--- src/rtl/switch_pkg.sv ---
// Shared types and helpers for the crossbar scheduler: destination field
// extraction, head-word classification and select encoding.
package switch_pkg;

  localparam int unsigned SEL_NONE = 0;

  typedef enum logic [1:0] {
    WORD_IDLE,
    WORD_ROUTE,
    WORD_DISCARD
  } word_kind_e;

  function automatic int unsigned calc_dest_w(input int unsigned num_ports);
    return $clog2(num_ports + 1);
  endfunction

  function automatic int unsigned extract_dest(input logic [63:0] word,
                                               input int unsigned dest_w);
    logic [63:0] mask;
    mask = (64'd1 << dest_w) - 64'd1;
    return 32'(word & mask);
  endfunction

  // Empty or already-popping heads are ignored; out-of-range dests are dropped.
  function automatic word_kind_e classify(input logic        empty,
                                          input logic        in_flight,
                                          input int unsigned dest,
                                          input int unsigned num_ports);
    if (empty || in_flight) begin
      return WORD_IDLE;
    end else if (dest == 0 || dest > num_ports) begin
      return WORD_DISCARD;
    end
    return WORD_ROUTE;
  endfunction

endpackage

--- src/rtl/rr_arbiter.sv ---
// Combinational round-robin arbiter: first requester at or above ptr_i,
// wrapping modulo N, receives a one-hot grant.
module rr_arbiter #(
  parameter int unsigned N  = 4,
  parameter int unsigned PW = (N > 1) ? $clog2(N) : 1
) (
  input  logic [N-1:0]  req_i,
  input  logic [PW-1:0] ptr_i,
  output logic [N-1:0]  grant_o
);

  logic          found;
  logic [PW-1:0] idx;

  always_comb begin
    grant_o = '0;
    found   = 1'b0;
    idx     = '0;
    for (int unsigned off = 0; off < N; off++) begin
      idx = PW'((32'(ptr_i) + off) % N);
      if (!found && req_i[idx]) begin
        grant_o[idx] = 1'b1;
        found        = 1'b1;
      end
    end
  end

endmodule

--- src/rtl/crossbar_scheduler.sv ---
// Input-FIFO crossbar scheduler: per-output round-robin arbitration of FIFO
// head words, discard of unroutable words, fully registered grant outputs.
module crossbar_scheduler
  import switch_pkg::*;
#(
  parameter int unsigned NUM_PORTS = 4,
  parameter int unsigned DATA_W    = 8,
  localparam int unsigned DEST_W   = calc_dest_w(NUM_PORTS),
  localparam int unsigned SEL_W    = DEST_W
) (
  input  logic                        clk,
  input  logic                        reset,
  input  logic [NUM_PORTS*DATA_W-1:0] in_data,
  input  logic [NUM_PORTS-1:0]        in_empty,
  input  logic [NUM_PORTS-1:0]        out_ready,
  output logic [NUM_PORTS-1:0]        rdreq,
  output logic [NUM_PORTS-1:0]        out_en,
  output logic [NUM_PORTS*SEL_W-1:0]  out_sel,
  output logic [15:0]                 drop_count
);

  localparam int unsigned PTR_W = (NUM_PORTS > 1) ? $clog2(NUM_PORTS) : 1;

  logic [NUM_PORTS-1:0]       rdreq_q, rdreq_d;
  logic [NUM_PORTS-1:0]       out_en_q, out_en_d;
  logic [NUM_PORTS*SEL_W-1:0] out_sel_q, out_sel_d;
  logic [15:0]                drop_q, drop_d;
  logic [PTR_W-1:0]           rr_ptr_q [NUM_PORTS];
  logic [PTR_W-1:0]           rr_ptr_d [NUM_PORTS];

  int unsigned                dest     [NUM_PORTS];
  word_kind_e                 kind     [NUM_PORTS];
  logic [NUM_PORTS-1:0]       discard;
  logic [NUM_PORTS-1:0]       req      [NUM_PORTS];
  logic [NUM_PORTS-1:0]       gnt      [NUM_PORTS];
  logic [16:0]                drop_sum;

  // rdreq_q doubles as the in-flight mask so a head is never granted twice.
  always_comb begin
    discard = '0;
    for (int unsigned i = 0; i < NUM_PORTS; i++) begin
      dest[i]    = extract_dest(64'(in_data[i*DATA_W +: DATA_W]), DEST_W);
      kind[i]    = classify(in_empty[i], rdreq_q[i], dest[i], NUM_PORTS);
      discard[i] = (kind[i] == WORD_DISCARD);
    end
    for (int unsigned j = 0; j < NUM_PORTS; j++) begin
      req[j] = '0;
      for (int unsigned i = 0; i < NUM_PORTS; i++) begin
        req[j][i] = out_ready[j] && (kind[i] == WORD_ROUTE) && (dest[i] == j + 1);
      end
    end
  end

  for (genvar g = 0; g < NUM_PORTS; g++) begin : g_arb
    rr_arbiter #(
      .N  (NUM_PORTS),
      .PW (PTR_W)
    ) u_arb (
      .req_i   (req[g]),
      .ptr_i   (rr_ptr_q[g]),
      .grant_o (gnt[g])
    );
  end

  always_comb begin
    rdreq_d   = discard;
    out_en_d  = '0;
    out_sel_d = '0;
    rr_ptr_d  = rr_ptr_q;
    for (int unsigned j = 0; j < NUM_PORTS; j++) begin
      out_sel_d[j*SEL_W +: SEL_W] = SEL_W'(SEL_NONE);
      for (int unsigned i = 0; i < NUM_PORTS; i++) begin
        if (gnt[j][i]) begin
          out_en_d[j]                 = 1'b1;
          out_sel_d[j*SEL_W +: SEL_W] = SEL_W'(i + 1);
          rr_ptr_d[j]                 = PTR_W'((i + 1) % NUM_PORTS);
          rdreq_d[i]                  = 1'b1;
        end
      end
    end
    drop_sum = {1'b0, drop_q};
    for (int unsigned i = 0; i < NUM_PORTS; i++) begin
      drop_sum = drop_sum + 17'(discard[i]);
    end
    drop_d = drop_sum[16] ? '1 : drop_sum[15:0];
  end

  always_ff @(posedge clk) begin
    if (reset) begin
      rdreq_q   <= '0;
      out_en_q  <= '0;
      out_sel_q <= '0;
      drop_q    <= '0;
      for (int unsigned j = 0; j < NUM_PORTS; j++) begin
        rr_ptr_q[j] <= '0;
      end
    end else begin
      rdreq_q   <= rdreq_d;
      out_en_q  <= out_en_d;
      out_sel_q <= out_sel_d;
      drop_q    <= drop_d;
      rr_ptr_q  <= rr_ptr_d;
    end
  end

  assign rdreq      = rdreq_q;
  assign out_en     = out_en_q;
  assign out_sel    = out_sel_q;
  assign drop_count = drop_q;

endmodule

--- config.mk ---
export PLATFORM = sky130hd
export DESIGN_NAME = crossbar_scheduler
export DESIGN_NICKNAME = d
export VERILOG_FILES = /design/src/rtl/switch_pkg.sv /design/src/rtl/rr_arbiter.sv /design/src/rtl/crossbar_scheduler.sv
export SDC_FILE = /design/constraint.sdc
export NUM_CORES = 1
export LEC_CHECK = 0
export ABC_AREA = 1
export CAP_MARGIN = 20
export CORE_MARGIN = 2
export CORE_UTILIZATION = 50
export CTS_CLUSTER_SIZE = 30
export DETAILED_ROUTE_END_ITERATION = 7
export GPL_TIMING_DRIVEN = 1
export PLACE_DENSITY = 0.79
export SYNTH_ARGS = -nofsm -noshare
export SYNTH_HDL_FRONTEND = slang
export SYNTH_HIERARCHICAL = 1
export SYNTH_SLANG_ARGS = --single-unit
--- constraint.sdc ---
create_clock -name clk -period 3.9 [get_ports clk]
set_input_delay 0.78 -clock clk [delete_from_list [all_inputs] [get_ports clk]]
set_output_delay 0.78 -clock clk [all_outputs]
set_load 0.01 [all_outputs]
Word-level counts from Yosys, hierarchy flattened. Index checks and enable logic that the tools add are counted.

Logic and storage cells: 365. Memory bits (writable): 0. Bits in latches: 0. Memories: 0. Output and inout bits: 36. Input bits: 42. Flip-flop bits (word level): 44. ROM bits: 0.

Reduce and logical (&&, ||, !) cells: 92. Eq/ne operators: 24. $lt $le $gt $ge: 36. Divide/modulo/power cells: 0. Add/subtract/negate cells: 16. Multiply operators: 0. Bitwise gates (word level): 12. Shift-type cells: 0. Multiplexer cells: 173.

Operator list (count): zero test 32 bit (4); two-way mux 1 bit (88); two-way mux 4 bit (16); logical AND 1 bit (60); adder 17 x 1 -> 17 bit (3); less-than comparator 2 x 3 -> 1 bit (second input constant) (16); two-way mux 2 bit (24); OR 4 bit (12); two-way mux 3 bit (12); binary-select mux 1 bit (select 2 bit) (16); demux 1 bit (select 2 bit) (16); >= comparator 2 x 1 -> 1 bit (second input constant) (16); equality test 3 x 2 -> 1 bit (second input constant) (8); adder 16 x 1 -> 17 bit (1); adder 2 bit (second input constant) (8); two-way mux 16 bit (1); equality test 3 x 1 -> 1 bit (second input constant) (4); equality test 3 bit (second input constant) (4); greater-than comparator 3 bit (second input constant) (4); zero test 1 bit (12); nonzero test 3 bit (4); adder 2 x 1 -> 2 bit (second input constant) (4); equality test 2 x 1 -> 1 bit (second input constant) (4); equality test 2 bit (second input constant) (4); 2 further kinds (12).

Longest topological paths before layout. Gate-level depths: netlist of the first run.

Depth in word-level cells: 24. Depth in mapped cells: 16. Gate-level depth less buffers: 16.

Hierarchy. The synthesis of the first run kept the hierarchy.

By module, submodules not included: crossbar_scheduler (times used 1, sequential area each 880.8 sq um, area an instance 2016.9 sq um, cells each 265); rr_arbiter (times used 4, sequential area each 0.0 sq um, area an instance 399.1 sq um, cells each 73).

Worst setup path after synthesis of the first run. Ideal clock, no wire load.

Path type: in2reg. Start: input in_data[0]. End: register drop_q[9] (netlist: drop_count[9]). Slack: 0.727 ns. Data required time: 3.844 ns. Path buffers: 1. Data arrival time: 3.117 ns. Setup time: 0.056 ns. Stages: 16. Cell sequence: nor2_1 ha_1 nand2_1 fa_1 fa_1 inv_1 fa_1 nand3_2 nor2_4 nand2_4 inv_2 nand2_2 buf_6 nand3_1 nand2_1 inv_1.

Longest elaborated chain between the ends: 11. Elaborated cells on any way between the ends: 12. Classes of those cells: 4 x add/sub; 1 x order compare; 1 x eq/ne; 4 x mux; 2 x reduce/logical.

RTL lines: start, declared (RTL line crossbar_scheduler.sv:13) `input logic [NUM_PORTS*DATA_W-1:0] in_data,`; greater-than comparator 3 bit or zero test 32 bit (tied branches) (RTL line switch_pkg.sv:31) `end else if (dest == 0 || dest > num_ports) begin`; logical OR 1 bit * (RTL line switch_pkg.sv:31); two-way mux 1 bit * (RTL line switch_pkg.sv:31); two-way mux 1 bit * (RTL line switch_pkg.sv:29) `if (empty || in_flight) begin`; two-way mux 2 bit * (RTL line switch_pkg.sv:34) `return WORD_ROUTE;`; equality test 2 bit * (RTL line crossbar_scheduler.sv:44) `discard[i] = (kind[i] == WORD_DISCARD);`; adder 16 x 1 -> 17 bit * (RTL line crossbar_scheduler.sv:83) `drop_sum = drop_sum + 17'(discard[i]);`; adder 17 x 1 -> 17 bit * (3 in series) (RTL line crossbar_scheduler.sv:83); two-way mux 16 bit * (RTL line crossbar_scheduler.sv:85) `drop_d = drop_sum[16] ? '1 : drop_sum[15:0];`; end signal, assigned (RTL line crossbar_scheduler.sv:101) `drop_q <= drop_d;`; end, declared (RTL line crossbar_scheduler.sv:27) `logic [15:0] drop_q, drop_d;`.

Mark *: on every way between the ends. The rest lies on a longest branch, timed or not. A chain may end at the register's enable or synchronous reset.

==> impl_results.md, run 1 <==
* Required time of the critical path at just over 4 ns
* Antenna viol nets, final at 0
* Post-synthesis cell area at 0.00361 sq mm
* Total GRT Usage at 0.246
* Post-synthesis cell type count at 25
* Total congestion overflow at 0
* EDFF count, synth at 0
* First-pass GRT wire length at roughly 16 mm
* Final instance count without filler cells at about 740
* Fillers at 639
* Hold crit path type: flop to flop
* Net count, final at 712
* Setup Buffers After CTS at 0
* Synth Register Bits at 44
* CTS max path bufs at 2
* Ys async rst share at 0
* Layout cells sized above 1 at 0.116
* Uppermost layer routed: met4
* Finish-stage setup viols at 0
* CP delay by family, top: simple AND/OR/NAND/NOR gates
* Pleak at just over 2 nW
* Clock latency at the later pin of the worst-skew pair at slightly above 0.3 ns
* Post-synthesis sequential area ratio at 0.244
* Drt drc at 0
* Layout overhead on the synthesized area at 26.1%
* F_max at about 0.28 GHz
* Fin crit share at 0.914
* DR vias/cell at 5.30
* Post-detail-place hpwl at between 7 and 8 mm
* Gpl congestion at a little over 0.9
* Clk network pwr share at 0.182
* CP Max Fanout at 5
* Max-cap violations at 0
* Avg Inst Size Synth at approximately 6.5 sq um
* CP startpoint kind: input pin
* Final hold vios at 0
* Switch share at 0.427
* Post-cts sizing count at 0
* Total CTS buffers at 5
* Port Buffers at 57
* Place WS at ~0.039 ns
* Cell mode on critical path: nand2_1
* Post-synthesis net count at ~630
* Crit path buf inv count at 3
* Clock sink total at 44
* Worst slew margin at 0.710
* Primary FF master, synth: dfxtp_1
* Final Worst Setup Slack at around 0.34 ns
* Slew Limit Fails at 0
* Final design area excluding fillers at 0.00456 sq mm
* Die X-Extent at approximately 90 um
* Synthesized instance count at approximately 560
* Critical path class: input pin to flop
* Initial Util at 0.523
* Die height at 89.0 um
* Worst path cell trace: clkdlybuf4s50_1, nor2_1, ha_1, nor3_1, nand2_1, nor4_1, buf_4, nand2_1, nand3_2, nand2_4, nand2_4, inv_2, nand3_1, nand3_1, nor3_1, nand2_1, a21oi_1
* # diodes at 0
* Total wire length at about 9.5 mm
* Core area at 0.00691 sq mm
* VDD IR max at 0.337 mV
* H-tree levels at 2
* Num ports at 78
* Placed insts at just over 700
* Initial antenna violation count at 0
* Root buffer cell: clkbuf_8
* Flop pwr share at 0.302
* Drt first pass iters at 5
* P_int at roughly 1.2 mW
* Power Density at roughly 470 mW/mm^2
* Final Skew at between 0.009 and 0.01 ns
* Net switching power figure at 0.907 mW
* Crit-path max cell delay at about 0.53 ns
* CTS Hold Bufs at 0
* Drt wl/cell at approximately 13 um
* Rows at 30
* Synth warnings at 6
* Die area at 0.00792 sq mm
* CTS tree: built
* Met1 WL at 4.23 mm
* Status: finished clean
* Crit-path slowest cell: clkdlybuf4s50_1
* DR iter-0 viols at approximately 190
* Worst slew pin tran at 0.432 ns
* Pin count of the biggest net entering global routing at 23
* Cell Area, Placed at 0.00443 sq mm
* Logic pwr share at 0.516
* Setup TNS at 0 ns
* Vias in the first global route at approximately 3,600
* Final Total Pwr at ~2.1 mW
* RSZ-0062 raised after global routing: no
* Crit path arrival time at about 3.8 ns
* Met2 WL at approximately 4.6 mm
* Tmin final at 3.56 ns
* Clk pin slew, worst setup/hold paths at around 0.08 ns
* Met3 wire len at between 400 and 500 um
* Vias post-DR at slightly below 4,000
* Setup crit end kind: flop
## cells by family after synthesis
kind of cell | synth area share
AND/OR/NAND/NOR | 0.487
buffers and inverters | 0.0893
AO/OA/AOI/OAI | 0.0457
flip-flops | 0.244
adder cells (fa/ha/maj) | 0.117
XOR/XNOR | 0.0170
## metrics by stage
stage | hold WS [ns] | utilization
5_1_grt | 0.619 | 0.660
2_1_floorplan | 0.537 | -
3_5_place_dp | 0.578 | 0.642
4_1_cts | 0.591 | 0.660
3_3_place_gp | 0.565 | 0.642
6_report | 0.592 | 0.660
## cell usage in the layout (no fill, tap or decap), types with 2 or more instances in the layout
master	synthesis	final
nand2_4	9	9
nor4_1	8	8
fa_1	3	3
xor2_1	2	2
buf_4	0	21
nand3_2	9	9
inv_1	69	69
and3_1	4	4
dfxtp_1	44	44
nand3_1	110	110
xnor2_1	5	5
nand2_2	13	13
ha_1	29	29
inv_2	9	9
nor2_4	5	5
clkdlybuf4s50_1	0	57
nor3_1	15	15
nand2_1	139	139
a21oi_1	29	29
nor2_1	39	39
clkbuf_8	0	7
nor4b_1	4	4
o21ai_0	4	4
nand3b_1	2	2
## per-layer routing
layer,global-route usage,up-vias
li1,-,1968
met1,0.309,1792
met2,0.423,114
met3,0.0462,24
met4,0.0882,0
met5,0,-
## registers in the layout, summed over array words and instances (netlist names)
| name | count |
|---|---|
| rr_ptr_q | 8 |
| rdreq | 4 |
| out_sel | 12 |
| drop_count | 16 |
| out_en | 4 |
## cell type report
cell class,count,area [sq um],share of cell area
multi-input cells,431,2410,0.529
flip-flops and latches,44,881,0.193
repair buffers,78,728,0.160
inverters,78,293,0.0642
well taps,96,120,0.0264
clock buffers,7,96.3,0.0211
clock inverters,1,30.0,0.00659
## synth_stat cells, types with 3 or more instances
cell / instances / share of area
inv_1: 69 / 0.072
nor3_1: 15 / 0.021
nor2_1: 39 / 0.041
fa_1: 3 / 0.017
nand3_1: 110 / 0.15
nor4b_1: 4 / 0.0097
o21ai_0: 4 / 0.0055
nor2_4: 5 / 0.016
a21oi_1: 29 / 0.040
nand3_2: 9 / 0.025
nand2_1: 139 / 0.14
and3_1: 4 / 0.0069
inv_2: 9 / 0.0093
nor4_1: 8 / 0.014
nand2_4: 9 / 0.028
ha_1: 29 / 0.10
nand2_2: 13 / 0.023
xnor2_1: 5 / 0.012
dfxtp_1: 44 / 0.24
## tightest hold or removal path: cells and delay by family, from the launching register on
family          cells  cell delay, ns
compound gates      1            0.05
flops               1            0.40
simple gates        1            0.10
## power groups by stage
stage                     combinational (mW)  sequential (mW)  clock, mW
after CTS                               1.09            0.639      0.390
final                                   1.10            0.640      0.386
after detailed placement                1.08            0.648          0
after global placement                  1.05            0.647          0
after floorplan                        0.686            0.663          0
after global routing                    1.22            0.652      0.416
## final timing paths
path | endpoint | cells past startpoint | from | slack [ns]
worst max-delay path | rr_ptr_q[6]$_SDFFE_PP0P_ | 17 | in_data[25] | 0.34
worst min-delay path | rr_ptr_q[3]$_SDFFE_PP0P_ | 2 | rr_ptr_q[3]$_SDFFE_PP0P_ | 0.59
worst max register to register | drop_count[15]$_SDFF_PP0_ | 14 | rdreq[0]$_SDFF_PP0_ | 1.28
worst min register to register | rr_ptr_q[3]$_SDFFE_PP0P_ | 2 | rr_ptr_q[3]$_SDFFE_PP0P_ | 0.59
Power figures use the tool's default switching activity.
==> run 2, diff against run 1 <==
--- a/config.mk
+++ b/config.mk
@@ -13,6 +13,7 @@
 export DETAILED_ROUTE_END_ITERATION = 7
 export GPL_TIMING_DRIVEN = 1
 export PLACE_DENSITY = 0.79
+export SETUP_SLACK_MARGIN = 0.4
 export SYNTH_ARGS = -nofsm -noshare
 export SYNTH_HDL_FRONTEND = slang
 export SYNTH_HIERARCHICAL = 1
==> run 2 against run 1 <==
Critical path depth fell by 4. Sequential power up 0.6%. Largest cell class unchanged. Global-route usage up 0.077 points. Critical path type unchanged. Worst setup slack gained 0.16 ns. Combinational power is 5% higher. Register-to-register slack about the same. Non-clock buffer count grew 2.
==> impl_results.md, run 2 (synthesis results as in run 1) <==
* Uppermost layer routed: met4
* Worst slew margin at 0.622 (-0.0882)
* CTS Hold Bufs at 0 (unchanged)
* CP startpoint kind: input pin
* Setup crit end kind: flop
* Root buffer cell: clkbuf_8
* Worst slew pin tran at 0.563 ns (+0.131 ns)
* H-tree levels at 2 (unchanged)
* Port Buffers at 57 (unchanged)
* Total GRT Usage at 0.247 (+0.000767)
* Required time of the critical path at 4.14 ns (about the same)
* Die X-Extent at 89.0 um (unchanged)
* First-pass GRT wire length at 15.6 mm (+0.35%)
* Net switching power figure at 0.938 mW (+3.5%)
* Drt drc at 0 (unchanged)
* Reg2reg end: drop_count[10]$_SDFF_PP0_
* Num ports at 78 (unchanged)
* Initial Util at 0.523 (unchanged)
* Status: finished clean
* Vias post-DR at 3,950 (+1.3%)
* Gpl congestion at 0.934 (unchanged)
* Slew Limit Fails at 0 (unchanged)
* P_int at 1.25 mW (+2.5%)
* Clock latency at the later pin of the worst-skew pair at 0.31 ns (about the same)
* Power Density at 461 mW/mm^2 (-0.90%)
* Clk pin slew, worst setup/hold paths at 0.08 ns (about the same)
* Drt wl/cell at 13.4 um (+3.2%)
* Core area at 0.00691 sq mm (unchanged)
* Die area at 0.00792 sq mm (unchanged)
* Switch share at 0.430 (+0.00219)
* RSZ-0062 raised after global routing: yes
* Max reg flops at 16 (unchanged)
* Antenna viol nets, final at 0 (unchanged)
* CP Max Fanout at 4 (-1)
* Max-cap violations at 0 (unchanged)
* Initial antenna violation count at 0 (unchanged)
* Vias in the first global route at 3,643 (+0.19%)
* Beginning of the critical path: in_data[18]
* DR vias/cell at 5.36 (+1.1%)
* Clk network pwr share at 0.176 (-0.006)
* Fin crit share at 0.872 (-0.0419)
* Pleak at 2.14 nW (+4.7%)
* Flop pwr share at 0.295 (-0.007)
* Rows at 30 (unchanged)
* Hold crit path type: flop to flop
* Crit path arrival time at 3.64 ns (-0.16 ns)
* DR iter-0 viols at 194 (+0.52%)
* Setup TNS at 0 ns (unchanged)
* Commonest non-fill, non-tap cell in the layout: nand2_1
* Hold_sp: rr_ptr_q[5]$_SDFFE_PP0P_
* CP endpoint: drop_count[10]$_SDFF_PP0_
* Met3 wire len at 511 um (+15%)
* Final Skew at 0.00591 ns (-0.00330 ns)
* Clock sink total at 44 (unchanged)
* Util after Layout at 0.686 (+0.0255)
* VDD IR max at 0.331 mV (-1.7%)
* Commonest cells after routing, fill and taps aside: nand2_1, nand3_1, inv_1, clkdlybuf4s50_1, dfxtp_1
* R2R depth at 12 (-2)
* Critical path class: input pin to flop
* Logic pwr share at 0.529 (+0.013)
* Total congestion overflow at 0 (unchanged)
* CTS max path bufs at 2 (unchanged)
* Reg2Reg Setup Slack at 1.29 ns (about the same)
* Pin count of the biggest net entering global routing at 23 (unchanged)
* Total wire length at 9.84 mm (+3.5%)
* Met1 WL at 4.18 mm (-1.2%)
* Met2 WL at 4.90 mm (+6.1%)
* Fillers at 608 (-4.9%)
* Tmin final at 3.40 ns (-0.164 ns)
* # diodes at 0 (unchanged)
* CTS tree: built
* F_max at 0.294 GHz (+4.8%)
* Final hold vios at 0 (unchanged)
* Drt first pass iters at 7 (+2)
* Net count, final at 714 (+0.28%)
* Layout cells sized above 1 at 0.158 (+0.0418)
* Total CTS buffers at 5 (unchanged)
* R2r startpoint: rdreq[2]$_SDFF_PP0_
* Die height at 89.0 um (unchanged)
* Finish-stage setup viols at 0 (unchanged)
* Layout overhead on the synthesized area at 31.0%
* Post-detail-place hpwl at 7.60 mm (unchanged)
[run 2: final cells by class]
cell class / instances / area (sq um) / share of cell area
Multi-Input combinational cell: 431 / 2560 / 0.540
Sequential cell: 44 / 881 / 0.186
Timing Repair Buffer: 80 / 753 / 0.159
Inverter: 78 / 295 / 0.0624
Tap cell: 96 / 120 / 0.0254
Clock buffer: 7 / 96.3 / 0.0203
Clock inverter: 1 / 30.0 / 0.00634
[run 2: metal layers]
metal	vias to the layer above	GRT usage
met2	123	0.425
met4	0	0.0882
met5	-	0
met3	26	0.0462
met1	1821	0.310
li1	1980	-
[run 2: stage by stage]
step	std cells	total power [mW]	instance area [sq um]	setup slack (ns)	hold slack [ns]
after global routing	737	2.35	4730	0.321	0.619
after floorplan	557	1.35	3610	0.727	0.537
after global placement	727	1.70	4430	0.0787	0.565
after detailed placement	727	1.73	4430	0.0393	0.578
after CTS	735	2.12	4570	0.420	0.591
final	737	2.18	4730	0.501	0.593
[run 2: critical path, stage by stage]
cell	delay (ns)
clkdlybuf4s50_1	0.45
ha_1	0.33
nand2_2	0.08
fa_1	0.51
fa_2	0.41
inv_2	0.08
fa_2	0.25
nand3_4	0.09
nor2_4	0.15
nand2_4	0.09
buf_4	0.15
xor2_1	0.13
a21oi_1	0.12
[run 2: worst min-delay path by stage]
stage | end | cells after the start
2_1_floorplan | rr_ptr_q[1]$_SDFFE_PP0P_ | 2
3_3_place_gp | rr_ptr_q[1]$_SDFFE_PP0P_ | 2
3_5_place_dp | rr_ptr_q[5]$_SDFFE_PP0P_ | 2
4_1_cts | rr_ptr_q[5]$_SDFFE_PP0P_ | 2
5_1_grt | drop_count[6]$_SDFF_PP0_ | 2
6_report | rr_ptr_q[5]$_SDFFE_PP0P_ | 2
[run 2: timing repair]
action	4_1_cts	5_1_grt
resized for setup	2	34
cloned	0	0
pin swaps	0	7
endpoints found under the setup margin	6	34
buffers inserted	0	2
[run 2: power groups by stage]
stage / clock [mW] / sequential (mW) / combinational, mW
2_1_floorplan: 0 / 0.663 / 0.686
3_3_place_gp: 0 / 0.647 / 1.05
3_5_place_dp: 0 / 0.648 / 1.08
4_1_cts: 0.390 / 0.639 / 1.09
5_1_grt: 0.416 / 0.656 / 1.27
6_report: 0.384 / 0.644 / 1.16
==> run 3, diff against run 2 <==
--- a/config.mk
+++ b/config.mk
@@ -8,11 +8,11 @@
 export ABC_AREA = 1
 export CAP_MARGIN = 20
 export CORE_MARGIN = 2
-export CORE_UTILIZATION = 50
+export CORE_UTILIZATION = 52
 export CTS_CLUSTER_SIZE = 30
 export DETAILED_ROUTE_END_ITERATION = 7
 export GPL_TIMING_DRIVEN = 1
-export PLACE_DENSITY = 0.79
+export PLACE_DENSITY = 0.82
 export SETUP_SLACK_MARGIN = 0.4
 export SYNTH_ARGS = -nofsm -noshare
 export SYNTH_HDL_FRONTEND = slang
==> run 3 against run 2 <==
Cell area up 4.1%. Worst hold slack better by 0.0061 ns. Flip-flop and latch count unchanged. Via count up 4.1%. Clock skew down 0.0028 ns. Worst setup slack worse by 0.0070 ns. Clock power down 8.6%. Die area down 3.7%. Critical endpoint is now rr_ptr_q[6]$_SDFFE_PP0P_. Wire length up 7.5%. Sequential power up 0.8%. Critical path type unchanged.
==> impl_results.md, run 3 (synthesis results as in run 1) <==
* Total CTS buffers at 5 (unchanged)
* First-pass GRT wire length at 16.7 mm (+6.6%)
* Layout cells sized above 1 at 0.191 (+0.0336)
* Worst slew margin at 0.357 (-0.265)
* DR vias/cell at 5.56 (+3.8%)
* Commonest cells after routing, fill and taps aside: nand2_1, nand3_1, inv_1, clkdlybuf4s50_1, dfxtp_1
* Root buffer cell: clkbuf_8
* Max reg flops at 16 (unchanged)
* Power Density at 460 mW/mm^2 (-0.22%)
* Core area at 0.00676 sq mm (-2.2%)
* CTS max path bufs at 2 (unchanged)
* Max-cap violations at 0 (unchanged)
* Hold_sp: drop_count[6]$_SDFF_PP0_
* Rows at 30 (unchanged)
* VDD IR max at 0.387 mV (+17%)
* Crit-path max cell delay at 0.64 ns (+0.13 ns)
* Crit path arrival time at 3.64 ns (about the same)
* WP depth at 17 (+4)
* Crit-path slowest cell: clkdlybuf4s50_1
* R2r startpoint: rdreq[0]$_SDFF_PP0_
* Crit path buf inv count at 4 (+1)
* Num ports at 78 (unchanged)
* Pleak at 2.29 nW (+7.0%)
* Net count, final at 732 (+2.5%)
* Die X-Extent at 87.4 um (-1.9%)
* Setup TNS at 0 ns (unchanged)
* DR iter-0 viols at 369 (+90%)
* CP delay by family, top: simple AND/OR/NAND/NOR gates
* Status: finished clean
* Final hold vios at 0 (unchanged)
* Initial antenna violation count at 0 (unchanged)
* WHS Endpoint: drop_count[6]$_SDFF_PP0_
* Final Skew at 0.00307 ns (-0.00285 ns)
* Drt drc at 0 (unchanged)
* Cell mode on critical path: nand2_1
* Min-Delay Path Depth at 2 (unchanged)
* Gpl congestion at 0.885 (-5.2%)
* Slew Limit Fails at 0 (unchanged)
* Die area at 0.00763 sq mm (-3.7%)
* Clk pin slew, worst setup/hold paths at 0.08 ns (about the same)
* Fin crit share at 0.873 (+0.00180)
* Total GRT Usage at 0.266 (+0.0192)
* Commonest non-fill, non-tap cell in the layout: nand2_1
* Initial Util at 0.535 (+0.0116)
* CP startpoint kind: input pin
* Reg2Reg Setup Slack at 1.31 ns (+0.02 ns)
* F_max at 0.294 GHz (-0.21%)
* CTS Hold Bufs at 0 (unchanged)
* Worst slew pin tran at 0.958 ns (+0.395 ns)
* Reg2reg end: drop_count[10]$_SDFF_PP0_
* Pin count of the biggest net entering global routing at 23 (unchanged)
* CTS tree: built
* R2R depth at 12 (unchanged)
* Post-detail-place hpwl at 7.62 mm (+0.29%)
* Port Buffers at 57 (unchanged)
* RSZ-0062 raised after global routing: no
* Util after Layout at 0.730 (+0.0443)
* Critical path class: input pin to flop
* Die height at 87.4 um (-1.9%)
* Required time of the critical path at 4.13 ns (about the same)
* Layout overhead on the synthesized area at 36.5%
* # diodes at 0 (unchanged)
* Total congestion overflow at 0 (unchanged)
* Drt wl/cell at 14.3 um (+7.2%)
* Total wire length at 10.6 mm (+7.5%)
* Drt first pass iters at 5 (-2)
* Clock latency at the later pin of the worst-skew pair at 0.30 ns (about the same)
* Vias post-DR at 4,111 (+4.1%)
* H-tree levels at 2 (unchanged)
* Setup crit end kind: flop
* Vias in the first global route at 3,797 (+4.2%)
* Clock sink total at 44 (unchanged)
* CP Max Fanout at 5 (+1)
* Hold crit path type: flop to flop
* Tmin final at 3.41 ns (+0.00704 ns)
* Finish-stage setup viols at 0 (unchanged)
* Worst path cell trace: clkdlybuf4s50_1, ha_4, nor3_2, buf_4, nand2_1, nor4_2, buf_4, nand2_1, nand3_4, nand2_4, nand2_4, inv_2, nand3_1, nand3_2, nor3_2, nand2_1, a21oi_1
* Antenna viol nets, final at 0 (unchanged)
==> run 3: timing repair <==
action	4_1_cts	5_1_grt
gates cloned	0	1
setup endpoints to repair	19	34
pin swaps	3	15
resized for setup	13	40
setup buffers	1	3
==> run 3: metrics by stage <==
step / cells / cell area, sq um / power [mW] / hold slack [ns] / worst slack, ns
after detailed placement: 726 / 4520 / 1.78 / 0.581 / 0.0228
after floorplan: 557 / 3610 / 1.35 / 0.537 / 0.727
after global routing: 739 / 4930 / 2.42 / 0.613 / 0.323
final: 739 / 4930 / 2.27 / 0.599 / 0.494
after global placement: 726 / 4520 / 1.74 / 0.578 / 0.0461
after CTS: 735 / 4690 / 2.16 / 0.593 / 0.413
==> run 3: worst max-delay path by stage <==
stage,end,startpoint
CTS,drop_count[13]$_SDFF_PP0_,in_data[0]
finish,rr_ptr_q[6]$_SDFFE_PP0P_,in_data[10]
detailed placement,rr_ptr_q[2]$_SDFFE_PP0P_,in_data[25]
global route,rr_ptr_q[6]$_SDFFE_PP0P_,in_data[10]
global placement,rr_ptr_q[3]$_SDFFE_PP0P_,in_data[9]
floorplan,drop_count[9]$_SDFF_PP0_,in_data[0]
==> run 3: report_power, final <==
part           switching (mW)  total [mW]  leakage, nW  internal (mW)
registers               0.104       0.649        0.359          0.545
clock network           0.161       0.351       0.0552          0.190
logic                   0.728        1.27         1.87          0.543
total                   0.992        2.27         2.29           1.28
==> run 3: worst min-delay path: cells and delay by family (launching register included) <==
kind,cells,cell delay [ns]
xor gates and xnor gates,1,0.16
AOI/OAI and AO/OA,1,0.05
DFF,1,0.35
==> run 3: area by class of cell <==
cell class,count,area [sq um]
Multi-Input combinational cell,432,2650
Fill cell,552,1830
Timing Repair Buffer,97,891
Sequential cell,44,881
Inverter,78,298
Tap cell,80,100
Clock buffer,6,72.6
Clock inverter,2,35.0
==> run 3: metal layers <==
| layer | GRT usage | share of wire | wire length [um] |
|---|---|---|---|
| met5 | 0 | 0 | 0 |
| met4 | 0.0909 | 0.022 | 237 |
| met3 | 0.0370 | 0.054 | 571 |
| met2 | 0.466 | 0.50 | 5290 |
| met1 | 0.334 | 0.42 | 4480 |
==> RTL change (settings of run 2) <==
Put one more register stage on the output `drop_count`, with the module's reset. The value now appears one clock later. The other outputs are not delayed to match.
--- a/src/rtl/crossbar_scheduler.sv
+++ b/src/rtl/crossbar_scheduler.sv
@@ -106,7 +106,13 @@
   assign rdreq      = rdreq_q;
   assign out_en     = out_en_q;
   assign out_sel    = out_sel_q;
-  assign drop_count = drop_q;
+  always_ff @(posedge clk) begin
+    if (reset) begin
+      drop_count <= '0;
+    end else begin
+      drop_count <= drop_q;
+    end
+  end
 
 endmodule
 
Behaviour: not the same (a bounded check fails within 4 cycles, from zero or initial values and one cycle with reset high).
==> RTL change against run 2 <==
  * Largest cell class unchanged
  * Wire length is 3.1% higher
  * Design area is 11% higher
  * Setup slack better by 0.057 ns
  * Synthesized area is 13% higher
  * Non-clock buffer count is 6 higher
  * Sequential cell count is 16 higher
  * Critical path depth stayed put
  * Critical path type unchanged
  * Total power is 12% higher
==> RTL change: results <==
metrics = {
    "status": {
        "status": "finished, final reports clean",
    },
    "synth": {
        "ys_seq_area_share_pct": 29.54,
        "yosysUniqueCellTypes": 32,
        "synth_common_cells": "nand2_1 (135), nand3_1 (111), inv_1 (85), dfxtp_1 (60), nor2_1 (40)",
        "syn_nets": 667,
        "async_flop_share_pct": 0,
        "synthTopCellsByArea": "dfxtp_1 (30%), nand3_1 (14%), nand2_1 (12%)",
    },
    "critical_path": {
        "crit_path_end": "drop_q[8]$_SDFF_PP0_",
        "reg2regPathDepth": 11,
        "critPathMaxFanout": 2,
        "cp_slowest_cell": "clkdlybuf4s50_1",
        "startpoint": "in_data[0]",
        "r2r_start": "rdreq[0]$_SDFF_PP0_",
        "cpPeakStageDelay_ns": 0.49,
        "crit_arrival_ns": 3.54,
        "reg2reg_slack_ns": 1.37,
    },
    "global_routing": {
        "grt_pass1_wl_um": 16980,
        "grt_use_met2_pct": 40.42,
        "first_global_vias": 3936,
        "met3_usage_pct": 4.735,
        "grt.total_usage_pct": 23.46,
        "grt_util_met1_pct": 30.23,
        "grt_max_degree": 40,
    },
    "clocking": {
        "clock_latency_ns": 0.33,
        "cts_buffers": 9,
        "cts.htree.levels": 3,
    },
    "finish": {
        "finalNetCount": 759,
        "drive_above_1_share_pct": 16.81,
    },
    "power": {
        "peakVddDrop_mv": 0.3690,
        "p_leak_nw": 2.353,
    },
    "routing": {
        "vias": 4156,
        "drt_iter0_markers": 281,
        "wirelength_um": 10150,
        "dr.pass1.iters": 5,
    },
    "place": {
        "postPlaceCellArea_um2": 4952,
        "dpl.hpwl_um": 7758,
        "gp_congestion": 0.9860,
        "post-place-ws_ns": -0.05079,
    },
    "timing": {
        "slew-limit-headroom_pct": 69.96,
        "holdWs_ns": 0.4723,
        "skew_ns": 0.009449,
        "clock.fmax_mhz": 299.2,
    },
    "min_path": {
        "hold_path_depth": 2,
    },
}
RTL change: changes by cell type after synthesis, moves of 3 or more:
| cell | delta |
|---|---|
| a21oi_1 | -5 |
| a21oi_2 | +7 |
| a31oi_1 | +4 |
| dfxtp_1 | +16 |
| inv_1 | +16 |
| nand2_1 | -4 |
| o21ai_0 | -3 |
| o21ai_1 | +3 |
| xnor2_1 | -4 |
| xor2_1 | +5 |
RTL change: worst min path at each step:
stage                     startpoint                         to
2_1_floorplan  drop_q[15]$_SDFF_PP0_  drop_count[15]$_SDFF_PP0_
3_3_place_gp    drop_q[5]$_SDFF_PP0_   drop_count[5]$_SDFF_PP0_
3_5_place_dp   drop_q[15]$_SDFF_PP0_  drop_count[15]$_SDFF_PP0_
4_1_cts        drop_q[15]$_SDFF_PP0_  drop_count[15]$_SDFF_PP0_
5_1_grt         drop_q[4]$_SDFF_PP0_   drop_count[4]$_SDFF_PP0_
6_report       drop_q[15]$_SDFF_PP0_  drop_count[15]$_SDFF_PP0_
RTL change: cell type report:
| class | count | area [µm²] |
|---|---|---|
| clock inverter | 4 | 25.02 |
| timing repair buffer | 86 | 807.0 |
| sequential | 60 | 1201 |
| fill | 675 | 2552 |
| multi-input combinational | 433 | 2592 |
| inverter | 95 | 356.6 |
| clock buffer | 12 | 145.1 |
| tap | 102 | 127.6 |
RTL change: report_power, final:
part           internal (mW)  switching (mW)
logic                  0.480           0.672
registers              0.718          0.0972
clock network          0.246           0.230
total                   1.44           0.999
RTL change: repair_timing:
action,4_1_cts,5_1_grt
cloned,0,0
gates resized for setup,4,21
pin swaps,2,7
setup buffers,1,1
setup endpoints to repair,1,33
RTL change: cells by family (layout without fill, tap and decap cells):
group / after synthesis / in the layout / share of synthesized area (%)
AOI/OAI and AO/OA: 39 / 39 / 5.569
adders and majority gates: 32 / 32 / 10.40
buffers and inverters: 100 / 197 / 9.446
xor gates and xnor gates: 8 / 8 / 1.723
and+or+nand+nor: 354 / 354 / 43.32
DFF: 60 / 60 / 29.54
RTL change: layer usage:
metal | wire length (µm) | vias to the layer above | part of all wire, %
li1 | - | 2103 | -
met2 | 5003 | 132 | 49
met1 | 4387 | 1909 | 43
met5 | 0 | - | 0
met3 | 654 | 12 | 6.4
met4 | 102 | 0 | 1.0
RTL change: stage by stage:
stage / std cells / setup TNS, ns / total power, mW
after global placement: 774 / 0 / 1.865
after CTS: 791 / 0 / 2.390
after detailed placement: 774 / -0.05079 / 1.902
final: 792 / 0 / 2.443
after floorplan: 593 / 0 / 1.525
after global routing: 792 / 0 / 2.617
